`src/rtl/alu_arbiter_pkg.sv`:
```
// Shared encodings for the adder/comparator arbiter.
package alu_arbiter_pkg;

  typedef enum logic [1:0] {
    IDLE    = 2'd0,
    GRANT_0 = 2'd1,
    GRANT_1 = 2'd2
  } arb_state_e;

  localparam logic CLIENT_0 = 1'b0;
  localparam logic CLIENT_1 = 1'b1;

endpackage

```
`src/rtl/Adder.sv`:
```
// Shared N-bit adder; carry-out is not produced, so the sum wraps modulo 2^N.
module Adder #(
  parameter int unsigned N = 4
) (
  input  logic [N-1:0] i_augend,
  input  logic [N-1:0] i_addend,
  output logic [N-1:0] o_sum
);

  assign o_sum = i_augend + i_addend;

endmodule

```
`src/rtl/Comparator.sv`:
```
// Shared N-bit equality comparator.
module Comparator #(
  parameter int unsigned N = 4
) (
  input  logic [N-1:0] i_left,
  input  logic [N-1:0] i_right,
  output logic         o_equal
);

  assign o_equal = (i_left == i_right);

endmodule

```
`src/rtl/arbiter_rr2.sv`:
```
// Two-client round-robin lock: state register, last-served priority and grant decode.
module arbiter_rr2
  import alu_arbiter_pkg::*;
(
  input  logic i_clock,
  input  logic i_reset,
  input  logic i_request_0,
  input  logic i_request_1,
  output logic o_grant_0,
  output logic o_grant_1,
  output logic o_busy
);

  arb_state_e state_q, state_d;
  logic       last_served_q, last_served_d;

  // Next-state: a held request keeps the lock; a release hands over directly to a waiting client.
  always_comb begin
    state_d       = state_q;
    last_served_d = last_served_q;
    unique case (state_q)
      IDLE: begin
        if (i_request_0 && i_request_1)
          state_d = (last_served_q == CLIENT_1) ? GRANT_0 : GRANT_1;
        else if (i_request_0)
          state_d = GRANT_0;
        else if (i_request_1)
          state_d = GRANT_1;
        else
          state_d = IDLE;
      end
      GRANT_0: begin
        if (i_request_0)      state_d = GRANT_0;
        else if (i_request_1) state_d = GRANT_1;
        else                  state_d = IDLE;
      end
      GRANT_1: begin
        if (i_request_1)      state_d = GRANT_1;
        else if (i_request_0) state_d = GRANT_0;
        else                  state_d = IDLE;
      end
      default: state_d = IDLE;
    endcase
    if (state_d == GRANT_0) last_served_d = CLIENT_0;
    if (state_d == GRANT_1) last_served_d = CLIENT_1;
  end

  // State and priority registers; reset favours client 0 on the first tie.
  always_ff @(posedge i_clock or posedge i_reset) begin
    if (i_reset) begin
      state_q       <= IDLE;
      last_served_q <= CLIENT_1;
    end else begin
      state_q       <= state_d;
      last_served_q <= last_served_d;
    end
  end

  assign o_grant_0 = (state_q == GRANT_0);
  assign o_grant_1 = (state_q == GRANT_1);
  assign o_busy    = o_grant_0 | o_grant_1;

endmodule

```
`src/rtl/alu_arbiter.sv`:
```
// Lends one shared adder and comparator to whichever of two clients holds the grant.
module alu_arbiter
  import alu_arbiter_pkg::*;
#(
  parameter int unsigned N = 4
) (
  input  logic         i_clock,
  input  logic         i_reset,
  input  logic         i_request_0,
  input  logic         i_request_1,
  output logic         o_grant_0,
  output logic         o_grant_1,
  output logic         o_busy,
  input  logic [N-1:0] i_augend_0,
  input  logic [N-1:0] i_addend_0,
  input  logic [N-1:0] i_left_0,
  input  logic [N-1:0] i_right_0,
  output logic [N-1:0] o_sum_0,
  output logic         o_equal_0,
  input  logic [N-1:0] i_augend_1,
  input  logic [N-1:0] i_addend_1,
  input  logic [N-1:0] i_left_1,
  input  logic [N-1:0] i_right_1,
  output logic [N-1:0] o_sum_1,
  output logic         o_equal_1
);

  logic         grant_0, grant_1;
  logic [N-1:0] add_a, add_b, cmp_a, cmp_b;
  logic [N-1:0] sum;
  logic         equal;

  arbiter_rr2 u_arbiter (
    .i_clock     (i_clock),
    .i_reset     (i_reset),
    .i_request_0 (i_request_0),
    .i_request_1 (i_request_1),
    .o_grant_0   (grant_0),
    .o_grant_1   (grant_1),
    .o_busy      (o_busy)
  );

  assign o_grant_0 = grant_0;
  assign o_grant_1 = grant_1;

  // Operand mux: the granted client drives the resources, idle forces zeros.
  always_comb begin
    add_a = '0;
    add_b = '0;
    cmp_a = '0;
    cmp_b = '0;
    if (grant_0) begin
      add_a = i_augend_0;
      add_b = i_addend_0;
      cmp_a = i_left_0;
      cmp_b = i_right_0;
    end else if (grant_1) begin
      add_a = i_augend_1;
      add_b = i_addend_1;
      cmp_a = i_left_1;
      cmp_b = i_right_1;
    end
  end

  Adder #(.N(N)) u_adder (
    .i_augend (add_a),
    .i_addend (add_b),
    .o_sum    (sum)
  );

  Comparator #(.N(N)) u_comparator (
    .i_left  (cmp_a),
    .i_right (cmp_b),
    .o_equal (equal)
  );

  // Result gating: idle's 0==0 must not leak out as equal=1 to either client.
  always_comb begin
    o_sum_0   = grant_0 ? sum : '0;
    o_equal_0 = grant_0 & equal;
    o_sum_1   = grant_1 ? sum : '0;
    o_equal_1 = grant_1 & equal;
  end

endmodule

```
`config.mk`:
```
export PLATFORM = sky130hd
export DESIGN_NAME = alu_arbiter
export DESIGN_NICKNAME = d
export VERILOG_FILES = /design/src/rtl/alu_arbiter_pkg.sv /design/src/rtl/Adder.sv /design/src/rtl/Comparator.sv /design/src/rtl/arbiter_rr2.sv /design/src/rtl/alu_arbiter.sv
export SDC_FILE = /design/constraint.sdc
export NUM_CORES = 1
export LEC_CHECK = 0
export CORE_AREA = 2 2 52 42
export CTS_CLUSTER_SIZE = 8
export DETAILED_ROUTE_END_ITERATION = 8
export DIE_AREA = 0 0 54 44
export GPL_TIMING_DRIVEN = 0
export PLACE_DENSITY = 0.79
export SYNTH_ARGS = -nofsm -noshare
export SYNTH_HDL_FRONTEND = slang
export SYNTH_SLANG_ARGS = --single-unit
```
`constraint.sdc`:
```
create_clock -name i_clock -period 6.6 [get_ports i_clock]
set_input_delay 1.32 -clock i_clock [delete_from_list [all_inputs] [get_ports i_clock]]
set_output_delay 1.32 -clock i_clock [all_outputs]
set_load 0.03 [all_outputs]
```
=== Word level (Yosys, flattened, before mapping) ===
Cells that the tools add are included.

* Equality and inequality tests: 5
* Mux-type cells: 19
* Reductions and logical operators: 3
* Shift operators: 0
* Bitwise logic cells: 3
* Divide/modulo/power cells: 0
* Add/sub/neg operators: 1
* Multiply operators: 0
* Order comparisons: 0

{| class="wikitable"
|+ Operators with widths
! kind !! count
|-
| $mux 4 || 10
|-
| $mux 2 || 5
|-
| $pmux 2 s3 || 1
|-
| $add 4x4->4 || 1
|-
| $eq 2x1->1 const B || 2
|-
| $eq 2x2->1 const B || 2
|-
| $eq 4x4->1 || 1
|-
| $mux 1 || 3
|-
| $and 1x1->1 || 2
|-
| $logic_not 2->1 || 1
|-
| $reduce_bool 2->1 || 1
|-
| $logic_and 1x1->1 || 1
|-
| $or 1x1->1 || 1
|}

* Bits in latches: 0
* Bits in writable memories: 0
* Bits in read-only memories: 0
* Register bits: 3
* Logic and storage cells: 33
* Memories: 0

=== Logic depth before layout (Yosys ltp) ===
Gate-level depths: netlist of run 1.

* Word-level depth: 7
* Depth in mapped cells: 8

=== By module ===
A second synthesis of run 1 with hierarchy kept.

* Cells, all modules: 70
* Area, all modules: 645.6 µm²

{| class="wikitable"
|+ By module, submodules not included
! module !! sequential area each (µm²) !! times used !! area an instance (µm²) !! cells an instance
|-
| alu_arbiter || 0.0 || 1 || 260.2 || 34
|-
| arbiter_rr2 || 76.3 || 1 || 237.7 || 22
|-
| Adder || 0.0 || 1 || 100.1 || 9
|-
| Comparator || 0.0 || 1 || 47.5 || 5
|}

=== Worst setup path after synthesis of run 1 ===
No wires, ideal clock.

* Path type: input-to-output
* From: in i_augend_0[1]
* To: out o_sum_1[3]
* Cell stages on the path: 5
* Buffers on the path: 0
* Data required time: 5280 ps
* Setup slack: 2395 ps
* Data arrival time: 2885 ps
* Cells stage by stage: a22o_1 -> ha_1 -> and3_4 -> or3_1 -> mux2i_1

* Word-level cells in the longest chain between the ends: 3

{| class="wikitable"
|+ RTL lines
! what !! RTL line !! text
|-
| from (decl) || alu_arbiter.sv:14 || <nowiki>input logic [N-1:0] i_augend_0,</nowiki>
|-
| $mux 4 || alu_arbiter.sv:52 || <nowiki>if (grant_0) begin</nowiki>
|-
| $add 4x4->4 || Adder.sv:10 || <nowiki>assign o_sum = i_augend + i_addend;</nowiki>
|-
| $mux 4 || alu_arbiter.sv:81 || <nowiki>o_sum_1 = grant_1 ? sum : '0;</nowiki>
|-
| to (decl) || alu_arbiter.sv:24 || <nowiki>output logic [N-1:0] o_sum_1,</nowiki>
|}

Every way passes these cells.

=== Final worst setup path of run 1 ===
Same ends and word-level chain as after synthesis.

==> results of run 1 <==
[path summary, 6_finish.rpt]
kind | start | end | slack, ps | cells after the start
worst max-delay path | i_augend_0[1] | o_sum_1[3] | 1550 | 7
max in group asynchronous | i_reset | u_arbiter.last_served_q | 5140 | 2
min in group asynchronous | i_reset | u_arbiter.state_q[0] | 1250 | 2
worst min-delay path | u_arbiter.last_served_q | u_arbiter.last_served_q | 640 | 1
worst max register to register | u_arbiter.state_q[1] | u_arbiter.last_served_q | 4480 | 7
worst min register to register | u_arbiter.last_served_q | u_arbiter.last_served_q | 640 | 1
[layer usage]
| metal | wire length, µm | part of all wire, % |
|---|---|---|
| met2 | 869 | 51 |
| met3 | 167 | 9.8 |
| met1 | 663 | 39 |
| met5 | 0 | 0 |
| met4 | 10 | 0.58 |
[where the power goes]
| part | total, mW | internal (mW) | switching (mW) |
|---|---|---|---|
| Clock | 0.0320 | 0.0227 | 0.00937 |
| Combinational | 0.267 | 0.124 | 0.142 |
| Sequential | 0.0338 | 0.0278 | 0.00602 |
[cells by family (layout without fill, tap and decap cells)]
logic type	count (synthesis)	count (layout)	synth area share, %
xor gates and xnor gates	11	11	16.7
and+or+nand+nor	20	20	19.9
adders and majority gates	9	9	20.8
AOI/OAI and AO/OA	16	16	20.1
muxes	3	3	5.41
buffers and inverters	6	58	3.89
DFF	3	3	13.2
[state kept, by name, summed over array words and instances, names as in the netlist]
register / cells
u_arbiter.state_q: 2
u_arbiter.last_served_q: 1
[synth_stat cells]
| cell | instances | area (µm²) |
|---|---|---|
| xnor2_1 | 10 | 87.6 |
| ha_1 | 8 | 100 |
| a22o_1 | 6 | 52.6 |
| and2_1 | 6 | 37.5 |
| inv_1 | 4 | 15.0 |
| nand2_1 | 4 | 15.0 |
| o21ai_0 | 3 | 15.0 |
| dfrtp_1 | 2 | 50.1 |
| mux2i_1 | 2 | 20.0 |
| nand3_1 | 2 | 10.0 |
| nor2_1 | 2 | 7.51 |
| nor2b_1 | 2 | 12.5 |
| or3_1 | 2 | 12.5 |
| a211oi_1 | 1 | 7.51 |
| a21boi_1 | 1 | 7.51 |
| a21o_1 | 1 | 7.51 |
| a21oi_1 | 1 | 5.00 |
| and3_4 | 1 | 11.3 |
| clkbuf_1 | 1 | 3.75 |
| dfstp_2 | 1 | 26.3 |
| fa_1 | 1 | 20.0 |
| inv_2 | 1 | 3.75 |
| mux2_2 | 1 | 11.3 |
| nor2b_2 | 1 | 8.76 |
| o21a_1 | 1 | 7.51 |
| o21ai_1 | 1 | 5.00 |
| o32ai_1 | 1 | 8.76 |
| xor2_1 | 1 | 8.76 |
[per-stage QoR]
stage	cell area, µm²	hold WS [ps]
after floorplan	578	605
after global placement	1090	623
after detailed placement	1090	637
after CTS	1110	643
after global routing	1110	653
final	1110	638
[cell type report]
type / instances / area (µm²)
inverters: 5 / 18.8
plain buffers: 1 / 3.75
multi-input cells: 59 / 479
clock buffers: 4 / 26.3
fillers: 166 / 777
repair buffers: 48 / 480
well taps: 24 / 30.0
flip-flops and latches: 3 / 76.3
[worst register-to-register path: cells and delay by family (launching register included)]
kind	cells	cell delay [ps]
multiplexers	1	270
adder cells (fa/ha/maj)	2	650
AND/OR/NAND/NOR	1	180
flip-flops	1	390
AO/OA/AOI/OAI	2	470
buffers and inverters	1	80
[placed cells by master, fill, tap and decap left out, drive strengths merged]
master,instances
mux2,1
o21ai,4
a21oi,1
xor2,1
inv,5
o21a,1
a211oi,1
and3,1
dfstp,1
nor2,2
o32ai,1
ha,8
mux2i,2
clkdlybuf4s50,48
nand3,2
a21boi,1
xnor2,10
clkbuf,5
fa,1
or3,2
nand2,4
dfrtp,2
a21o,1
a22o,6
and2,6
nor2b,3
==> impl_metrics.py, run 1 <==
metrics = {
    "status": {
        "run_status": "completed",
    },
    "timing": {
        "post-route-min-period_ps": 5050,
        "fin_setup_tns_ps": 0,
        "fin_skew_ps": 2.82,
        "worst_pin_slew_ps": 402,
        "finalMaxSlewViolations": 0,
        "hold_viol_final": 0,
        "finalSetupViolCount": 0,
        "rsz0062_at_grt": "false",
        "fmax_mhz": 198,
        "fin_crit_sh_pct": 76.5,
        "slew_headroom_pct": 73.1,
        "fin_ws_ps": 1550,
    },
    "clock_network": {
        "cts_inserted_buffers": 3,
        "clk_pin_slew_ps": 30,
        "ctsHoldBuffers": 0,
        "cts_buffer_depth": 2,
        "cts_tree": "done",
        "post_cts_resized": 0,
        "cts_root_buffer": "clkbuf_4",
        "cts_setup_buffers": 0,
        "htreeDepth": 1,
        "clkLatencyLatePin_ps": 230,
        "cts.sinks": 3,
    },
    "yosys": {
        "yosys_warnings": 0,
        "synth_fp_nets": 113,
        "syn_inst": 68,
        "syn_area_um2": 578,
        "ys_types": 28,
        "ys_seq_elements": 3,
        "ys_seq_area_share_pct": 13.2,
        "synth_area_per_cell_um2": 8.50,
    },
    "worst_setup_path": {
        "crit_type": "input pin to output port",
        "cp_data_arrival_time_ps": 3730,
        "crit_chain": "clkdlybuf4s50_1 -> a22o_1 -> ha_1 -> and3_4 -> or3_1 -> mux2i_1 -> clkdlybuf4s50_1",
        "end_kind": "output port",
        "path_delay_family": "buffers and inverters",
        "critPathSlowestCell": "clkdlybuf4s50_1",
        "worst-path-buf-inv": 2,
        "required_ps": 5280,
        "worstSetupStartpointType": "input pin",
        "cpPeakStageDelay_ps": 710,
        "crit_top_cell": "clkdlybuf4s50_1",
        "cp_max_fo": 4,
    },
    "finish": {
        "final_util_pct": 58.9,
        "stdcell_count": 144,
        "n_antenna_cell": 0,
        "nNetsFinal": 166,
        "drive_gt1_share_pct": 6.67,
        "area_growth_pct": 92.9,
    },
    "power_and_ir_drop": {
        "finalPower_mw": 0.332,
        "irDropWorstVdd_mv": 0.159,
        "pwr_density_cell_mw_per_mm2": 298,
        "p_leak_nw": 0.463,
    },
    "floorplanning": {
        "rows": 14,
        "die_h_um": 44,
        "coreArea_mm2": 0.00189,
        "fp.dieW_um": 54,
        "start_util_pct": 30.6,
        "dieArea_mm2": 0.00238,
        "pin_count": 49,
    },
    "drt": {
        "num_vias": 669,
        "wl_um": 1710,
        "ant_nets": 0,
        "drc": 0,
        "wire_per_inst_um": 11.9,
        "drt_iter0_drc": 1,
        "viasPerCell": 4.65,
        "dr.pass1.iters": 2,
    },
    "placed_design": {
        "portBuffers": 48,
        "hpwl_um": 1490,
        "place.gp.congestion": 0.718,
        "pre_cts_slack_ps": 1570,
        "dp_cells": 140,
    },
    "global_route": {
        "grtUsageMet3_pct": 5.17,
        "top_usage_layer": "met2",
        "antenna_found_initial": 0,
        "use_met2_pct": 30.7,
        "grt_pass1_vias": 676,
        "grt_pass1_wl_um": 2700,
        "use_met1_pct": 14.9,
        "grt_use_total_pct": 15.6,
        "grt-ovfl-total": 0,
        "grt_max_degree": 11,
    },
    "min_path": {
        "min_path_type": "register to register",
    },
    "run": {
        "timing.max_cap.violations": 0,
    },
}
No activity file was read; power rests on OpenSTA's default activity.
==> inputs of run 2 (changes only) <==
CORE_AREA = 2 2 56 45   (was 2 2 52 42)
DIE_AREA = 0 0 58 47   (was 0 0 54 44)
PLACE_DENSITY = 0.72   (was 0.79)
clock period = 4.5 ns   (was 6.6 ns; I/O delays follow)
==> run 2 against run 1 <==
Non-clock buffer count unchanged. Combinational power rose by 45%. Clock skew is 1.5 ps lower. Via count rose by 1.8%. Design area up 0.11%. Worst setup slack worse by 1200 ps. Clock power is 53% higher. Hold slack better by 5.0 ps. Routed wire length shrank 4.0%. Clock-buffer cell count unchanged.
==> impl_metrics.py, run 2 (same netlist as run 1, synthesis figures left out) <==
metrics = {
    "run": {
        "timing.max_cap.violations": 0,
    },
    "timing": {
        "fin_crit_sh_pct": 92.9,
        "hold_viol_final": 0,
        "slew_headroom_pct": 74.7,
        "finalSetupViolCount": 0,
        "fmax_mhz": 239,
        "worst_pin_slew_ps": 379,
        "fin_ws_ps": 320,
        "fin_skew_ps": 1.29,
        "fin_setup_tns_ps": 0,
        "post-route-min-period_ps": 4180,
        "finalMaxSlewViolations": 0,
        "rsz0062_at_grt": "false",
    },
    "floorplanning": {
        "start_util_pct": 26.6,
        "fp.dieW_um": 58,
        "coreArea_mm2": 0.00218,
        "die_h_um": 47,
        "pin_count": 49,
        "dieArea_mm2": 0.00273,
        "rows": 15,
    },
    "placed_design": {
        "hpwl_um": 1430,
        "pre_cts_slack_ps": 360,
        "dpl-instance-area_mm2": 0.00109,
        "place.gp.congestion": 0.661,
        "portBuffers": 48,
    },
    "finish": {
        "nNetsFinal": 166,
        "area_growth_pct": 93.1,
        "largest-register": "u_arbiter.state_q",
        "nFillCells": 215,
        "final_cell_mix": "48 x clkdlybuf4s50_1, 10 x xnor2_1, 8 x ha_1",
        "register_area_um2": 76.3,
        "multiInputGateArea_um2": 479,
        "final_common_cell": "clkdlybuf4s50_1",
        "final_util_pct": 51.3,
        "drive_gt1_share_pct": 6.67,
        "design_area_mm2": 0.00112,
        "n_antenna_cell": 0,
        "top_regs": "u_arbiter.state_q x2, u_arbiter.last_served_q x1",
        "largest_reg_flops": 2,
    },
    "power_and_ir_drop": {
        "intPower_mw": 0.257,
        "swShare_pct": 47.2,
        "irDropWorstVdd_mv": 0.213,
        "pwr_density_cell_mw_per_mm2": 436,
        "finalPower_mw": 0.487,
        "power_frac_clock_pct": 10.1,
        "p_seq_share_pct": 10.2,
        "p_leak_nw": 0.463,
        "pwr-share-comb_pct": 79.7,
        "total_switching_power_mw": 0.230,
    },
    "drt": {
        "ant_nets": 0,
        "viasPerCell": 4.70,
        "drc": 0,
        "dr.pass1.iters": 4,
        "wire_per_inst_um": 11.3,
        "num_vias": 681,
        "drt_iter0_drc": 8,
        "wl_um": 1640,
    },
    "clock_network": {
        "htreeDepth": 1,
        "clkLatencyLatePin_ps": 240,
        "cts_buffer_depth": 2,
        "cts_root_buffer": "clkbuf_4",
        "ctsHoldBuffers": 0,
        "cts_inserted_buffers": 3,
        "cts_setup_buffers": 0,
        "clk_pin_slew_ps": 40,
        "cts.sinks": 3,
        "post_cts_resized": 0,
        "cts_tree": "done",
    },
    "worst_setup_path": {
        "worstSetupStartpointType": "register",
        "cpPeakStageDelay_ps": 700,
        "end_kind": "output port",
        "critPathSlowestCell": "clkdlybuf4s50_1",
        "required_ps": 3600,
        "cp_max_fo": 10,
        "cp_data_arrival_time_ps": 3280,
        "crit_top_cell": "ha_1",
        "crit_chain": "inv_1 -> ha_1 -> clkbuf_1 -> a22o_1 -> ha_1 -> and3_4 -> or3_1 -> a21boi_1 -> clkdlybuf4s50_1",
        "crit_type": "register to output port",
    },
    "global_route": {
        "antenna_found_initial": 0,
        "grt_max_degree": 11,
        "grtUsageMet3_pct": 2.75,
        "use_met1_pct": 13.3,
        "grt_pass1_wl_um": 2660,
        "grt-ovfl-total": 0,
        "top_usage_layer": "met2",
        "grt_use_total_pct": 12.5,
        "use_met2_pct": 26.4,
        "grt_pass1_vias": 677,
    },
    "status": {
        "run_status": "completed",
    },
    "min_path": {
        "min_path_type": "register to register",
    },
}
run 2: cell counts in the layout (fill, tap and decap cells not counted):
Identical to the previous run, type by type.
run 2: stage by stage:
stage | cells | hold WS, ps
6_report | 145 | 643
5_1_grt | 145 | 662
4_1_cts | 145 | 645
3_5_place_dp | 141 | 627
3_3_place_gp | 141 | 624
2_1_floorplan | 68 | 605
run 2: power by group through the flow:
stage | clock [mW] | sequential, mW | combinational, mW
4_1_cts | 0.0505 | 0.0498 | 0.395
3_5_place_dp | 0 | 0.0502 | 0.393
2_1_floorplan | 0 | 0.0474 | 0.256
3_3_place_gp | 0 | 0.0492 | 0.383
5_1_grt | 0.0514 | 0.0520 | 0.423
6_report | 0.0491 | 0.0498 | 0.388
run 2: worst max-delay path, delay by kind of cell (launching register included):
family                   cells  cell delay, ps
buffers and inverters        3            1140
AO/OA/AOI/OAI                2             420
flip-flops                   1             390
AND/OR/NAND/NOR              2             510
adder cells (fa/ha/maj)      2             580
run 2: area by class of cell:
type,count,area share [%]
clock buffer,4,2.35
tap,25,2.80
inverter,5,1.68
buffer,1,0.336
timing repair buffer,48,43.0
sequential,3,6.84
multi-input combinational,59,42.9
run 2: final timing paths:
path,startpoint,end,slack [ps],cells after the start
setup / recovery,u_arbiter.state_q[1],o_sum_0[3],320,9
hold / removal,u_arbiter.last_served_q,u_arbiter.last_served_q,640,1
setup reg to reg,u_arbiter.state_q[1],u_arbiter.last_served_q,2430,6
hold reg to reg,u_arbiter.last_served_q,u_arbiter.last_served_q,640,1
max in group asynchronous,i_reset,u_arbiter.last_served_q,3450,2
min in group asynchronous,i_reset,u_arbiter.state_q[0],840,2
run 2: metal layers:
layer	up-vias	part of all wire (%)
met5	-	0
met4	0	0.61
met3	2	9.8
met2	35	50
met1	302	39
li1	342	-
==> inputs of run 3 (changes only) <==
CELL_PAD_IN_SITES_DETAIL_PLACEMENT = 1   (was unset)
CELL_PAD_IN_SITES_GLOBAL_PLACEMENT = 2   (was unset)
CORE_AREA = 2 2 78 61   (was 2 2 56 45)
DIE_AREA = 0 0 80 63   (was 0 0 58 47)
PLACE_DENSITY = unset   (was 0.72)
PLACE_DENSITY_LB_ADDON = 0.1   (was unset)
==> run 3 against run 2 <==
Sequential share of layout area decreased by 0.34 points. Via count increased by 2.5%. Hold slack got worse by 8.0 ps. Highest routed layer is now met3. Register-to-register slack got worse by 40 ps. Fmax decreased by 1.3%. Largest power group unchanged. Largest cell class unchanged. Final cell count increased by 22%. Clock power increased by 57%. Utilization decreased by 24 points. Die area increased by 85%. Worst setup slack got worse by 55 ps. Critical path depth unchanged.
==> impl_metrics.py, run 3 (same netlist as run 1, synthesis figures left out) <==
metrics = {
    "worst_setup_path": {
        "worst-path-buf-inv": 3,
        "crit_type": "register to output port",
        "cp_data_arrival_time_ps": 3330,
        "cpPeakStageDelay_ps": 690,
        "crit_chain": "inv_1 -> ha_1 -> clkbuf_1 -> a22o_1 -> ha_1 -> and3_4 -> or3_1 -> a21boi_1 -> clkdlybuf4s50_1",
        "cp_max_fo": 10,
        "critPathSlowestCell": "clkdlybuf4s50_1",
        "required_ps": 3600,
        "path_delay_family": "buffers and inverters",
        "crit_top_cell": "ha_1",
        "worstSetupStartpointType": "register",
        "end_kind": "output port",
    },
    "floorplanning": {
        "fp.dieW_um": 80,
        "start_util_pct": 13.4,
        "pin_count": 49,
        "rows": 21,
        "dieArea_mm2": 0.00504,
        "die_h_um": 63,
        "coreArea_mm2": 0.00431,
    },
    "placed_design": {
        "portBuffers": 48,
        "hpwl_um": 1740,
        "pre_cts_slack_ps": 365,
        "place.gp.congestion": 0.701,
        "dpl-instance-area_mm2": 0.00113,
        "dp_cells": 173,
    },
    "finish": {
        "area_growth_pct": 103,
        "final_util_pct": 27.3,
        "final_common_cell": "clkdlybuf4s50_1",
        "stdcell_count": 177,
        "final_cell_mix": "48 x clkdlybuf4s50_1, 10 x xnor2_1, 8 x ha_1",
        "drive_gt1_share_pct": 6.67,
        "nFillCells": 512,
        "design_area_mm2": 0.00117,
        "largest-register": "u_arbiter.state_q",
        "nNetsFinal": 166,
        "largest_reg_flops": 2,
        "n_antenna_cell": 0,
        "multiInputGateArea_um2": 479,
        "top_regs": "u_arbiter.state_q x2, u_arbiter.last_served_q x1",
        "register_area_um2": 76.3,
    },
    "drt": {
        "viasPerCell": 3.94,
        "ant_nets": 0,
        "drt_iter0_drc": 3,
        "num_vias": 698,
        "dr.pass1.iters": 2,
        "wl_um": 2000,
        "wire_per_inst_um": 11.3,
        "drc": 0,
    },
    "global_route": {
        "grt_pass1_wl_um": 3320,
        "grt_max_degree": 11,
        "grt-ovfl-total": 0,
        "grt_pass1_vias": 788,
        "antenna_found_initial": 0,
        "grt_use_total_pct": 8.15,
    },
    "clock_network": {
        "cts_tree": "done",
        "htreeDepth": 1,
        "post_cts_resized": 0,
        "cts_inserted_buffers": 3,
        "ctsHoldBuffers": 0,
        "cts_setup_buffers": 0,
        "cts_root_buffer": "clkbuf_8",
        "cts_buffer_depth": 2,
        "clkLatencyLatePin_ps": 210,
        "cts.sinks": 3,
        "clk_pin_slew_ps": 30,
    },
    "timing": {
        "whs_ps": 635,
        "worst_pin_slew_ps": 421,
        "fin_ws_ps": 265,
        "rsz0062_at_grt": "false",
        "fin_crit_sh_pct": 94.1,
        "fin_setup_tns_ps": 0,
        "finalMaxSlewViolations": 0,
        "slew_headroom_pct": 71.9,
        "fmax_mhz": 236,
        "finalSetupViolCount": 0,
        "hold_viol_final": 0,
        "post-route-min-period_ps": 4230,
        "fin_skew_ps": 4.27,
    },
    "run": {
        "timing.max_cap.violations": 0,
    },
    "min_path": {
        "min_path_type": "register to register",
    },
    "power_and_ir_drop": {
        "p_leak_nw": 0.471,
        "pwr_density_cell_mw_per_mm2": 444,
        "finalPower_mw": 0.522,
        "irDropWorstVdd_mv": 0.108,
    },
    "status": {
        "run_status": "completed",
    },
}
==> run 3: cell count changes in the layout (fill, tap and decap cells not counted) <==
cell	previous run	this run
clkbuf_4	3	0
clkbuf_8	0	3
==> run 3: worst reg2reg max path, cell delays in order (launching register included) <==
cell and delay, ps:
dfrtp_1 390, inv_1 90, ha_1 380, clkbuf_1 390
o21ai_0 170, ha_1 300, mux2_2 320
==> run 3: area by class of cell <==
cell class	count	area share [%]
tap	57	6.07
clock buffer	4	3.83
inverter	5	1.60
timing repair buffer	48	40.9
sequential	3	6.50
buffer	1	0.319
multi-input combinational	59	40.8
==> run 3: power by group <==
part	switching [mW]	internal, mW	total (mW)
Clock	0.0169	0.0603	0.0772
Sequential	0.00942	0.0408	0.0502
Combinational	0.212	0.183	0.395
Total	0.238	0.284	0.522
==> run 3: final timing paths <==
check,cells after the start,endpoint,from,slack [ps]
worst min register to register,1,u_arbiter.last_served_q,u_arbiter.last_served_q,640
worst max register to register,6,u_arbiter.last_served_q,u_arbiter.state_q[1],2390
worst max-delay path,9,o_sum_0[3],u_arbiter.state_q[1],270
min in group asynchronous,2,u_arbiter.state_q[0],i_reset,860
max in group asynchronous,2,u_arbiter.last_served_q,i_reset,3410
worst min-delay path,1,u_arbiter.last_served_q,u_arbiter.last_served_q,640
==> run 3: routing by layer <==
layer  global-route usage [%]  up-vias  wire [µm]
met1                     8.78      320        814
met4                     1.27        0          0
li1                         -      342          -
met3                     2.89        0        211
met5                        0        -          0
met2                     15.3       36        971
==> RTL edit 1: new RTL, flow settings as in run 2 <==
`N` is set to 4 in 3 places; all go to 8.
--- a/src/rtl/Adder.sv
+++ b/src/rtl/Adder.sv
@@ -1,5 +1,5 @@
 // Shared N-bit adder; carry-out is not produced, so the sum wraps modulo 2^N.
 module Adder #(
-  parameter int unsigned N = 4
+  parameter int unsigned N = 8
 ) (
   input  logic [N-1:0] i_augend,
--- a/src/rtl/Comparator.sv
+++ b/src/rtl/Comparator.sv
@@ -1,5 +1,5 @@
 // Shared N-bit equality comparator.
 module Comparator #(
-  parameter int unsigned N = 4
+  parameter int unsigned N = 8
 ) (
   input  logic [N-1:0] i_left,
--- a/src/rtl/alu_arbiter.sv
+++ b/src/rtl/alu_arbiter.sv
@@ -3,5 +3,5 @@
   import alu_arbiter_pkg::*;
 #(
-  parameter int unsigned N = 4
+  parameter int unsigned N = 8
 ) (
   input  logic         i_clock,
Ports: changed (10 resized); port bits go from 49 to 89. The function was not compared with the original's and may differ.
==> RTL edit 1 against run 2 <==
Synthesized area up 82%. Sequential share of layout area down 3.0 points. Combinational power up 110%. Total power up 92%. Setup slack worse by 0.22 ns. Critical path type unchanged. Sequential cell count unchanged. Final area up 79%. Register-to-register slack worse by 0.08 ns. Sequential power up 4%. Routed wire length rose to 2.6 times the old value. Critical path depth up 2. Largest cell class is now multi-input combinational cells.
==> RTL edit 1: results (changes against run 2) <==
The flow ran to the end, and the final reports show no timing, DRC or antenna violations. The arrival time of the worst setup path was 3.50 ns (+0.22 ns). The largest clock skew in the final design came out at 0.00165 ns (+0.000363 ns). The xor/xnor share of the synthesized area came out at 0.166 (-0.000593).

The global-route usage over all layers came out at 0.325 (+0.200). The per-cell routed wire length is 17.3 um (+53%). The final net count came out at 307 (+85%). The cell depth of the worst flop-to-flop path came out at 6 (unchanged).

The HPWL after detailed placement is 3.43 mm (+140%). The worst path setup slack after routing is 0.0957 ns (-0.225 ns). The final routed wirelength across all metal layers was 4.32 mm (+160%).

In this run the critical register-to-register path is launched from u_arbiter.state_q[0]$_DFF_PP0_. The wire length of the first global-routing pass is 6.54 mm (+150%). In the post-synthesis netlist, the biggest area contributors are sky130_fd_sc_hd__ha_1 14%, sky130_fd_sc_hd__a22o_1 12%, sky130_fd_sc_hd__xnor2_1 11%. The share of the yosys chip area belonging to registers is 0.0724 (-0.0597). The slew at the pin closest to its max-slew limit is 0.496 ns (+0.117 ns).

The reg2reg setup slack came out at 2.35 ns (-0.08 ns). The cell leakage power came out at 0.880 nW (+90%). The number of filler cells placed in the layout came out at 96 (-55%). The master of the slowest instance on the critical path is sky130_fd_sc_hd__clkdlybuf4s50_1.

The fraction of layout cells with a size suffix above 1 is 0.0933 (+0.0267). The fraction of the mapped netlist area in compound gates is 0.263 (+0.0620). The synthesized area divided by synthesized cell count was 7.99 um2 (-6.0%). The number of DRC markers in iteration 0 is 46 (+38). The number of global-route vias before repair is 1477 (+120%).

The number of nets produced by synthesis came out at 213 (+88%). The detailed-router iteration count before antenna repair is 5 (+1). The quantity of I/O buffers inserted on ports came out at 88 (+83%).

The post-synthesis cell type count came to 42 (+50%). The number of placed instances, taps included is 245 (+74%). The async set-reset flop share out of synthesis is 1.00 (unchanged). The maximum vdd ir drop came out at 0.536 mV (+150%). The count of synthesis-stage warnings from yosys was 0 (unchanged). The synthesized-area fraction occupied by adder cells is 0.161 (-0.0465). The number of cells on the worst hold path came out at 1 (unchanged).

Ranked by instance count, the synthesized netlist is headed by 14 x sky130_fd_sc_hd__a22o_1, 13 x sky130_fd_sc_hd__xnor2_1, 12 x sky130_fd_sc_hd__ha_1. The post-synthesis mux area share came to 0.0486 (-0.00548). The maximum root-to-sink buffer count is 2 (unchanged).

The pre-CTS setup slack came to -0.0961 ns (-0.456 ns). The final weighted congestion in routability-driven placement is 0.799 (+21%). The count of antenna diodes in the layout was 0 (unchanged).
==> RTL edit 1: cell types whose count changed after synthesis, sizes merged, moves of 4 or more <==
cell / run 2 / this run
a22o: 6 / 14
nand2: 4 / 11
a21oi: 1 / 7
xor2: 1 / 7
buf: 0 / 4
ha: 8 / 12
==> RTL edit 1: what timing repair did <==
action                                  4_1_cts  5_1_grt
gates resized for setup                       4       10
gates cloned                                  0        0
pin swaps                                     0        1
setup buffers                                 0        1
endpoints found under the setup margin        4        6
==> RTL edit 1: worst max-delay path by stage <==
stage,depth (start not counted),end,start
finish,11,o_sum_1[5],u_arbiter.state_q[0]$_DFF_PP0_
global route,11,o_sum_1[5],u_arbiter.state_q[0]$_DFF_PP0_
CTS,12,o_sum_1[7],u_arbiter.state_q[1]$_DFF_PP0_
detailed placement,9,o_sum_0[6],i_addend_0[0]
global placement,9,o_sum_0[6],i_augend_0[0]
floorplan,10,o_sum_0[6],u_arbiter.state_q[0]$_DFF_PP0_
==> RTL edit 1: through the flow <==
step / TNS [ns] / hold slack, ns
2_1_floorplan: 0 / 0.612
3_3_place_gp: 0 / 0.618
3_5_place_dp: -0.265 / 0.637
4_1_cts: 0 / 0.647
5_1_grt: 0 / 0.665
6_report: 0 / 0.651
==> RTL edit 1: cell type report <==
| cell class | count | area, um2 | area share |
|---|---|---|---|
| well taps | 25 | 31.3 | 0.0157 |
| clock buffers | 4 | 26.3 | 0.0132 |
| plain buffers | 6 | 33.8 | 0.0169 |
| multi-input cells | 115 | 916 | 0.459 |
| repair buffers | 89 | 881 | 0.442 |
| inverters | 8 | 30.0 | 0.0151 |
| flip-flops and latches | 3 | 76.3 | 0.0383 |
==> RTL edit 1: critical path, delay by kind of cell, from the launching register on <==
family	cells	cell delay (ns)
buffers and inverters	3	0.97
and+or+nand+nor	1	0.29
muxes	1	0.21
DFF	1	0.39
adders and majority gates	2	0.62
AOI/OAI and AO/OA	4	0.80
==> RTL edit 1: power by group <==
group          leakage (nW)  internal, mW  switching, mW
clock                0.0150        0.0332         0.0132
combinational         0.828         0.362          0.472
sequential           0.0361        0.0407         0.0109
total                 0.880         0.436          0.496
==> RTL edit 1: per-layer routing <==
layer,up-vias,global-route usage,part of all wire
li1,672,-,-
met1,660,0.331,0.36
met2,85,0.627,0.53
met3,20,0.0579,0.067
met4,0,0.223,0.041
met5,-,0,0
==> RTL edit 1: cells by family after synthesis <==
group,count (synthesis)
AO/OA/AOI/OAI,35
XOR/XNOR,20
adder cells (fa/ha/maj),13
buffers and inverters,14
flip-flops,3
multiplexers,5
AND/OR/NAND/NOR,42
==> RTL edit 2: new RTL, flow settings as in run 2 <==
Made on the original files. Reset style: synchronous (`i_reset`), changed in one clocked block.
--- a/src/rtl/arbiter_rr2.sv
+++ b/src/rtl/arbiter_rr2.sv
@@ -47,5 +47,5 @@
 
   // State and priority registers; reset favours client 0 on the first tie.
-  always_ff @(posedge i_clock or posedge i_reset) begin
+  always_ff @(posedge i_clock) begin
     if (i_reset) begin
       state_q       <= IDLE;
Formal check against the unedited RTL: differs if i_reset is asserted again (counterexample within 4 cycles, from zero or initial values and one cycle with i_reset high); with i_reset held inactive, the same outputs for 10 cycles.
==> RTL edit 2 against run 2 <==
Synthesized area down 2.4%. Via count shrank 4.1%. Final area decreased by 1.2%. Register-to-register slack better by 0.60 ns. Setup slack better by 0.028 ns. Clock skew up 0.0014 ns. Core utilization fell by 0.63 points. Sequential cell count unchanged. Cell count stayed put. Die area unchanged. Routed wire length up 1.1%. Critical path type unchanged.
Power is not compared: it rests on default switching activity, and its combinational part moved more than twofold at a synthesized area within 25%.
==> RTL edit 2: results (changes against run 2) <==
The highest layer touched by signal routing is met4. The per-cell routed wire length came out at 11.4 um (+1.1%). The final weighted congestion in routability-driven placement came out at 0.727 (+10%). The reg2reg setup slack is 3.03 ns (+0.60 ns). The number of gates resized after cts was 0 (unchanged). The arrival time of the worst setup path is 3.25 ns (-0.03 ns).

The cell area after placement is 0.00108 mm2 (-1.3%). The fraction of layout cells with a size suffix above 1 is 0.0417 (-0.0250). Yosys attributes the largest share of cell area to sky130_fd_sc_hd__ha_1 16%, sky130_fd_sc_hd__xnor2_1 11%, sky130_fd_sc_hd__dfxtp_1 11%. The async set-reset flop share out of synthesis is 0 (-1.00). The final-layout worst hold slack is 0.523 ns (-0.120 ns).

By count the netlist is led by 7 x sky130_fd_sc_hd__and2_1, 7 x sky130_fd_sc_hd__ha_1, 7 x sky130_fd_sc_hd__xnor2_1. The number of cells on the worst hold path is 2 (+1). The via count of the routed design is 653 (-4.1%).

The synthesized area divided by synthesized cell count is 8.30 um2 (-2.4%). The critical path's largest stage delay came out at 0.66 ns (-0.04 ns). The root buffer cell chosen for the clock tree is sky130_fd_sc_hd__clkbuf_4. The number of DRC markers in iteration 0 is 7 (-1). The number of placed instances, taps included came to 141 (unchanged). The final net count came out at 165 (-0.60%). The share of the yosys chip area belonging to registers came out at 0.106 (-0.0256). The wire length on met1 was 729 um (+13%). The total met3 wirelength after detailed routing was 135 um (-16%). The maximum number of pins on one net before global-route repair is 12 (+1). The top achievable clock speed was 241 MHz (+0.67%).

The number of global-route vias before repair is 661 (-2.4%). The pre-CTS setup slack was 0.385 ns (+0.0244 ns). The global-route usage over all layers is 0.132 (+0.00726). The kind of cell with the highest combined delay along the critical path is buffers and inverters. The post-synthesis cell type count is 29 (+3.6%). The HPWL after detailed placement came out at 1.42 mm (-0.89%).

The quantity of I/O buffers inserted on ports came out at 48 (unchanged). The run finished with clean final reports. The total clock buffers created by CTS is 3 (unchanged). The maximum vdd ir drop is 0.109 mV. The endpoint of the worst hold-timing path is u_arbiter.last_served_q$_SDFFE_PP1N_. The routed length on met2 came to 790 um (-3.8%). The largest clock skew in the final design was 0.00271 ns (+0.00142 ns).

The number of nets produced by synthesis is 112 (-0.88%). The wire length of the first global-routing pass came out at 2.79 mm (+4.9%). The startpoint identified for the worst hold timing path is u_arbiter.last_served_q$_SDFFE_PP1N_. The most used flip-flop cell after synthesis is sky130_fd_sc_hd__dfxtp_1.

The worst register-to-register path begins at u_arbiter.state_q[0]$_SDFF_PP0_. The endpoint identified for the worst register-to-register timing path is u_arbiter.last_served_q$_SDFFE_PP1N_. The slew at the pin closest to its max-slew limit is 0.412 ns (+0.0330 ns).
RTL edit 2: logic make-up after synthesis:
logic type	Yosys count	synth area share
AOI/OAI and AO/OA	17	0.235
adders and majority gates	8	0.191
and+or+nand+nor	22	0.248
xor gates and xnor gates	10	0.155
DFF	3	0.106
buffers and inverters	7	0.0466
muxes	1	0.0177
RTL edit 2: how the worst max path moves through the flow:
stage	end	cells after the start
global placement	o_sum_1[3]	8
finish	o_sum_1[3]	10
floorplan	o_sum_0[3]	9
detailed placement	o_sum_1[3]	8
CTS	o_sum_1[3]	10
global route	o_sum_1[3]	10
RTL edit 2: per-layer routing:
metal,global-route usage,up-vias
li1,-,346
met1,0.157,280
met2,0.252,25
met3,0.0275,2
met4,0.0279,0
met5,0,-
RTL edit 2: final cells by class:
cell class | instances | area (um2)
fill | 224 | 1070
timing repair buffer | 48 | 480
multi-input combinational | 58 | 478
sequential | 3 | 60.1
tap | 25 | 31.3
clock buffer | 4 | 26.3
inverter | 6 | 22.5
buffer | 1 | 3.75
